### config.mk
export PLATFORM = sky130hd
export DESIGN_NAME = mux_scan_ctl
export DESIGN_NICKNAME = d
export VERILOG_FILES = /design/src/rtl/mux_scan_pkg.sv /design/src/rtl/scan_timer.sv /design/src/rtl/mux_scan_ctl.sv
export SDC_FILE = /design/constraint.sdc
export NUM_CORES = 1
export LEC_CHECK = 0
export CAP_MARGIN = 0
export CORE_MARGIN = 1.5
export CORE_UTILIZATION = 45
export CTS_CLUSTER_SIZE = 28
export DETAILED_ROUTE_END_ITERATION = 8
export GPL_ROUTABILITY_DRIVEN = 0
export GPL_TIMING_DRIVEN = 0
export PLACE_DENSITY = 0.74
export SLEW_MARGIN = 20
export SYNTH_ARGS = -nofsm -noshare
export SYNTH_HDL_FRONTEND = slang
export SYNTH_SLANG_ARGS = --single-unit
### constraint.sdc
create_clock -name CLK -period 2.74 [get_ports CLK]
set_input_delay 0.411 -clock CLK [delete_from_list [all_inputs] [get_ports CLK]]
set_output_delay 0.411 -clock CLK [all_outputs]
set_load 0.02 [all_outputs]
### src/rtl/mux_scan_pkg.sv
// Shared constants and state encoding for the HC4051 scan sequencer.
package mux_scan_pkg;
    localparam int SEL_W = 3;
    localparam int NCH   = 8;
    localparam int TMR_W = 10;

    typedef enum logic [2:0] {
        ST_IDLE    = 3'd0,
        ST_SELECT  = 3'd1,
        ST_SETTLE  = 3'd2,
        ST_CONVERT = 3'd3,
        ST_WAIT    = 3'd4,
        ST_STORE   = 3'd5,
        ST_FINISH  = 3'd6
    } scan_state_e;
endpackage

### src/rtl/scan_timer.sv
// Loadable down-counter; tc is high whenever the count sits at zero.
module scan_timer #(
    parameter int W = 10
) (
    input  logic         gclk,
    input  logic         grst_n,
    input  logic         load,
    input  logic [W-1:0] load_val,
    output logic         tc
);
    logic [W-1:0] cnt;

    always_ff @(posedge gclk or negedge grst_n) begin
        if (!grst_n)        cnt <= '0;
        else if (load)      cnt <= load_val;
        else if (cnt != '0) cnt <= cnt - 1'b1;
    end

    assign tc = (cnt == '0);
endmodule

### src/rtl/mux_scan_ctl.sv
// Steps the 8:1 mux through a channel mask with break-before-make, settle
// delay and one ADC conversion per channel; results are tagged by channel.
module mux_scan_ctl
    import mux_scan_pkg::*;
#(
    parameter int SETTLE_CYCLES = 16,
    parameter int ADC_TIMEOUT   = 64,
    parameter int ADC_WIDTH     = 12
) (
    input  logic                 CLK,
    input  logic                 RESET_,
    input  logic                 START,
    input  logic [NCH-1:0]       CHAN_MASK,
    input  logic                 ADC_DONE,
    input  logic [ADC_WIDTH-1:0] ADC_DATA,
    output logic [SEL_W-1:0]     S,
    output logic                 ENABLE_,
    output logic                 ADC_CONVST,
    output logic [ADC_WIDTH-1:0] RESULT_DATA,
    output logic [SEL_W-1:0]     RESULT_CHAN,
    output logic                 RESULT_ERR,
    output logic                 RESULT_VALID,
    output logic                 SCAN_BUSY,
    output logic                 SCAN_DONE
);
    // Timer is loaded with N-1 so that tc lands on the Nth cycle of the state.
    localparam logic [TMR_W-1:0] SETTLE_LD = TMR_W'(SETTLE_CYCLES - 1);
    localparam logic [TMR_W-1:0] TMO_LD    = TMR_W'(ADC_TIMEOUT - 1);

    scan_state_e        state, nxt;
    logic [NCH-1:0]     mask_q;
    logic               found;
    logic [SEL_W-1:0]   idx;
    logic               tmr_load;
    logic [TMR_W-1:0]   tmr_val;
    logic               tmr_tc;

    scan_timer #(.W(TMR_W)) u_tmr (
        .gclk     (CLK),
        .grst_n   (RESET_),
        .load     (tmr_load),
        .load_val (tmr_val),
        .tc       (tmr_tc)
    );

    // Lowest remaining channel; descending loop so the lowest index wins.
    always_comb begin
        found = 1'b0;
        idx   = '0;
        for (int i = NCH - 1; i >= 0; i--) begin
            if (mask_q[i]) begin
                found = 1'b1;
                idx   = SEL_W'(i);
            end
        end
    end

    always_ff @(posedge CLK or negedge RESET_) begin
        if (!RESET_) state <= ST_IDLE;
        else         state <= nxt;
    end

    always_comb begin
        nxt      = state;
        tmr_load = 1'b0;
        tmr_val  = '0;
        unique case (state)
            ST_IDLE:    if (START) nxt = ST_SELECT;
            ST_SELECT: begin
                if (found) begin
                    nxt      = ST_SETTLE;
                    tmr_load = 1'b1;
                    tmr_val  = SETTLE_LD;
                end else begin
                    nxt = ST_FINISH;
                end
            end
            ST_SETTLE:  if (tmr_tc) nxt = ST_CONVERT;
            ST_CONVERT: begin
                nxt      = ST_WAIT;
                tmr_load = 1'b1;
                tmr_val  = TMO_LD;
            end
            ST_WAIT:    if (ADC_DONE || tmr_tc) nxt = ST_STORE;
            ST_STORE:   nxt = ST_SELECT;
            ST_FINISH:  nxt = ST_IDLE;
            default:    nxt = ST_IDLE;
        endcase
    end

    // Mux stays enabled from settle through the end of the conversion.
    assign ENABLE_      = !(state inside {ST_SETTLE, ST_CONVERT, ST_WAIT});
    assign ADC_CONVST   = (state == ST_CONVERT);
    assign RESULT_VALID = (state == ST_STORE);
    assign SCAN_DONE    = (state == ST_FINISH);
    assign SCAN_BUSY    = (state != ST_IDLE) && (state != ST_FINISH);

    always_ff @(posedge CLK or negedge RESET_) begin
        if (!RESET_) begin
            mask_q      <= '0;
            S           <= '0;
            RESULT_DATA <= '0;
            RESULT_CHAN <= '0;
            RESULT_ERR  <= 1'b0;
        end else begin
            if (state == ST_IDLE && START)
                mask_q <= CHAN_MASK;
            if (state == ST_SELECT && found) begin
                S           <= idx;
                mask_q[idx] <= 1'b0;
            end
            // ADC_DONE takes priority over a timeout expiring in the same cycle.
            if (state == ST_WAIT) begin
                if (ADC_DONE) begin
                    RESULT_DATA <= ADC_DATA;
                    RESULT_ERR  <= 1'b0;
                    RESULT_CHAN <= S;
                end else if (tmr_tc) begin
                    RESULT_DATA <= '0;
                    RESULT_ERR  <= 1'b1;
                    RESULT_CHAN <= S;
                end
            end
        end
    end
endmodule

* Word-level counts from Yosys, hierarchy flattened
Index checks and enable logic that the tools add are counted.
** Storage, ports and cells
- Register bits :: 40
- Input port bits :: 24
** Operators by class
- Add/sub/neg operators :: 1
- $lt $le $gt $ge :: 2
- Equal/unequal tests :: 10
- Mux-type cells :: 37
- Bitwise logic cells :: 2
- Reduce and logical (&&, ||, !) cells :: 15
** Operators with widths (count)
- 2-to-1 mux 3 bit :: 14
- 2-to-1 mux 12 bit :: 2
- 2-to-1 mux 10 bit :: 2
- one-hot mux 3 bit (6 select lines) :: 1
- 2-to-1 mux 8 bit :: 2
- 2-to-1 mux 1 bit :: 12
- one-hot mux 6 bit (2 select lines) :: 1
- logical NOT 10 bit :: 1
- nonzero test 10 bit :: 1
- subtractor 10 x 1 -> 10 bit, second input constant :: 1
- equality test 3 bit, second input constant :: 3
- bitwise AND 8 bit :: 1
- inverter 8 bit :: 1
- equality test 3 x 2 -> 1 bit, second input constant :: 2
- inequality test 2 bit, second input constant :: 3
- nonzero test 3 bit :: 2
- logical AND 1 bit :: 4
- < comparator 3 x 4 -> 1 bit, second input constant :: 1
- 2-to-1 mux 4 bit :: 1
- nonzero test 2 bit :: 2
- demux 1 bit (select 3 bit) :: 1
- equality test 3 x 1 -> 1 bit, second input constant :: 1
- greater-or-equal comparator 3 x 1 -> 1 bit, second input constant :: 1
- logical NOT 3 bit :: 1
- 6 further kinds :: 6

* Longest topological paths before layout
- Depth in word-level cells :: 15
- Gate-level depth with buffers :: 7

* Cells and area by module
A second synthesis with hierarchy kept.
** Unflattened totals
- Cell total of the unflattened synthesis :: 190
- Area, all modules :: 1959.4 um^2
** By module, submodules not included
- mux_scan_ctl :: times used 1, cells each 123, area each 1365.1 um^2
- scan_timer :: times used 1, cells each 67, area each 594.3 um^2

* Least setup slack after synthesis
Ideal clock, no wire load.
- Kind :: register -> register
- Start point :: register u_tmr.cnt[6]
- End point :: register RESULT_DATA[10]
- Library setup time :: 0.121 ns
- Arrival time :: 1.722 ns
- Setup slack :: 0.897 ns
- Stages on the path, launching flop included :: 7
- Buffers on the path :: 2
- Path through :: dfrtp_1 -> or3_1 -> buf_2 -> nor3b_4 -> o21ai_4 -> buf_6 -> a22o_1
** On the way
- Cells in the longest elaborated chain, start to end :: 3
** Ends and longest elaborated chain
- start, declared :: RTL line scan_timer.sv:11 : logic [W-1:0] cnt;
- start signal, assigned :: RTL line scan_timer.sv:15 : else if (load) cnt <= load_val;
- start signal, assigned :: RTL line scan_timer.sv:16 : else if (cnt != '0) cnt <= cnt - 1'b1;
- logical NOT 10 bit :: RTL line scan_timer.sv:19 : assign tc = (cnt == '0);
- nonzero test 2 bit (no source line)
- AND reduction 2 bit (no source line)
- end signal, assigned :: RTL line mux_scan_ctl.sv:102 : RESULT_DATA <= '0;
- end signal, assigned :: RTL line mux_scan_ctl.sv:115 : RESULT_DATA <= ADC_DATA;
- end signal, assigned :: RTL line mux_scan_ctl.sv:119 : RESULT_DATA <= '0;
- end, declared :: RTL line mux_scan_ctl.sv:19 : output logic [ADC_WIDTH-1:0] RESULT_DATA,
No other way between the ends.
A chain may end at the register's enable or synchronous reset.

* Worst setup path in the final report
- Start point :: register state[0]
- End point :: output port ENABLE_
** On the way
- Cells in the longest elaborated chain, start to end :: 3
- Elaborated cells on any way between the ends :: 5
- Those cells by class :: 3 x eq/ne; 2 x reduce/logical
** Ends and longest elaborated chain
- start, declared :: RTL line mux_scan_ctl.sv:30 : scan_state_e state, nxt;
- start signal, assigned :: RTL line mux_scan_ctl.sv:60 : else state <= nxt;
- equality test 3 x 2 -> 1 bit / equality test 3 bit (equally long branches) :: RTL line mux_scan_ctl.sv:92 : assign ENABLE_ = !(state inside {ST_SETTLE, ST_CONVERT, ST_WAIT});
- nonzero test 3 bit (*) :: RTL line mux_scan_ctl.sv:92
- logical NOT 1 bit (*) :: RTL line mux_scan_ctl.sv:92
- end, declared :: RTL line mux_scan_ctl.sv:17 : output logic ENABLE_,
Mark *: on every way between the ends. The rest lies on a longest branch, timed or not.

==> metrics.yaml <==
clock_network:
  cts-buffers-inserted: 5
  cts_setup_buffers: 0
  cts-resized-gates: 0
  clock_latency_ps: 280
  clk_path_buf_depth: 2
  cts-htree-levels: 2
  cts_num_sinks: 40
  cts_tree: "yes"
  cts_hold_buf: 0
  root_buffer: "clkbuf_8"
  clk_pin_slew_ps: 70
die:
  coreArea_um2: 4029
  io_pins: 48
  design.die.area_um2: 4634
  num_rows: 23
  die_y_um: 68.08
  die_w_um: 68.08
  start_util_pct: 47.30
finish:
  drive_gt1_share_pct: 10.87
  final_nets: 256
  final_common_cell: "clkdlybuf4s50_1"
  final_cell_mix: "46 x clkdlybuf4s50_1, 40 x dfrtp_1, 19 x nor2_1"
  syn2layout_area_growth_pct: 33.95
  antenna_cells: 0
sta:
  finClkSkew_ps: 4.707
  rsz0062_at_grt: "false"
  fmax_mhz: 395.2
  hold_violations: 0
  period_share_pct: 92.34
  relSlewSlack_pct: 55.43
  worst_pin_slew_ps: 663.5
  slew_violations: 0
  fin_crit_ps: 2530
  setup_violations: 0
  setup-tns-final_ps: 0
pwr:
  powerDensity_nw_per_um2: 1134
  netSwitchingFraction_pct: 38.50
  p_clk_share_pct: 14.3
  p_sw_mw: 1.114
  power_frac_seq_pct: 37.3
  combPwrFrac_pct: 48.4
  peakVddDrop_v: 0.0007091
  power_mw: 2.894
  leakage_nw: 1.102
  p_int_mw: 1.780
logic_synthesis:
  async_flop_share_pct: 100.0
  ys_warn_count: 0
  seq_area_frac_synth_pct: 52.53
  netlist_area_um2: 1906
  ys.flop_type: "dfrtp_1"
  yosys.cell_types.count: 42
  synth_edf_count: 0
  avgSynthCellArea_um2: 10.89
  synth_fp_nets: 201
  synthCells: 175
  ys_seq_elements: 40
grt:
  grt_pass1_wl_mm: 6.368
  grt_max_degree: 28
  grt_pass1_vias: 1415
  antenna_found_initial: 0
  grt_usage_pct: 18.48
  overflow: 0
setup_path:
  cp_data_arrival_time_ps: 2120
  crit_path_max_fanout: 10
  required_ps: 2330
  endpoint_kind: "primary output"
  critPathLaunchType: "register"
  critical_path_class: "reg -> out"
place:
  dp_hpwl_mm: 2.883
  port_buffers: 47
detailed_routing:
  dr.first_iter.drc_count: 24
  route.final.wire_length_mm: 3.979
  viasPerCell: 5.304
  dr_wl_met2_mm: 1.883
  wire_per_inst_um: 14.21
  first_pass_iters: 4
  wl_met1_mm: 1.935
  via_count: 1485
  top_layer: "met4"
  drc: 0
  dr_wl_met3_um: 136
  antenna_left: 0
hold_path:
  hp-class: "in -> async"
run:
  maxCapViolCount: 0
status:
  status: "finished clean"
==> synthesized netlist by cell type, drive strengths merged, types with 2 or more instances <==
cell     n  share of area (%)
nor3b    5                2.6
or2      3               0.99
a21oi    9                2.4
mux2     6                3.9
mux2i    6                3.2
nor3     4                1.1
o21ai   10                3.2
a21o     2               0.85
ha       2                1.3
nand3    2               0.53
nand2    9                1.8
nand2b   3               0.99
dfrtp   40                 53
or4      3                1.2
xor2     3                1.4
nor2b    3               0.99
clkbuf   2               0.39
inv      6                1.2
o211ai   3                1.2
buf      4                1.4
nor4     3                1.3
nor2    19                3.7
a22o    12                5.5
or3      2               0.66
xnor2    4                1.8
==> routing by layer <==
layer	GRT usage, %	up-vias
met2	28.64	25
li1	-	732
met1	24.92	726
met3	4.276	2
met5	0	-
met4	7.500	0
==> power by group through the flow <==
| stage | Sequential, mW | Combinational, mW | Clock, mW |
|---|---|---|---|
| after global placement | 1.08 | 1.38 | 0 |
| after floorplan | 1.21 | 0.725 | 0 |
| final | 1.08 | 1.40 | 0.413 |
| after detailed placement | 1.09 | 1.40 | 0 |
| after CTS | 1.08 | 1.41 | 0.432 |
| after global routing | 1.12 | 1.53 | 0.453 |
==> area by class of cell <==
class / count / area [um^2]
Buffer: 6 / 33.78
Clock buffer: 7 / 96.34
Fill cell: 343 / 1476
Inverter: 6 / 22.52
Multi-Input combinational cell: 123 / 850.8
Sequential cell: 40 / 1001
Tap cell: 50 / 62.56
Timing Repair Buffer: 48 / 485.5
==> registers in the layout, summed over array words and instances (netlist names) <==
| signal | flops |
|---|---|
| RESULT_CHAN | 3 |
| S | 3 |
| RESULT_ERR | 1 |
| u_tmr.cnt | 10 |
| state | 3 |
| mask_q | 8 |
| RESULT_DATA | 12 |
==> path summary, 6_finish.rpt <==
path	from	to	slack (ps)	cells past startpoint
max in group asynchronous	RESET_	mask_q[6]	2270	2
hold reg to reg	RESULT_ERR	RESULT_ERR	500	2
setup / recovery	state[0]	ENABLE_	210	4
setup reg to reg	u_tmr.cnt[5]	RESULT_DATA[4]	630	5
hold / removal	RESET_	u_tmr.cnt[2]	20	1
min in group CLK	RESULT_ERR	RESULT_ERR	500	2
==> through the flow <==
step / hold WS (ps) / cell area, um^2 / utilization [%] / instances / setup slack [ps]
3_5_place_dp: 331.0 / 2454 / 60.90 / 273 / 488.9
5_1_grt: 33.73 / 2552 / 63.35 / 280 / 54.75
2_1_floorplan: 115.4 / 1906 / - / 175 / 897.2
6_report: 22.92 / 2552 / 63.35 / 280 / 209.8
3_3_place_gp: 478.0 / 2439 / 60.53 / 272 / 254.5
4_1_cts: 23.33 / 2550 / 63.29 / 280 / 175.4
==> logic make-up after synthesis <==
family          Yosys count  share of synthesized area [%]
flops                    40                          52.53
buf+inv                  12                          2.954
compound gates           45                          16.81
xor+xnor                  7                          3.217
mux                      12                          7.091
simple gates             57                          16.09
fa+ha+maj                 2                          1.313
==> critical path, stage by stage (launching register included) <==
cell             delay, ps
dfrtp_1                360
clkbuf_1               210
nor3_1                 600
a21oi_1                 90
clkdlybuf4s50_1        580
No activity file was read; power rests on OpenSTA's default activity.
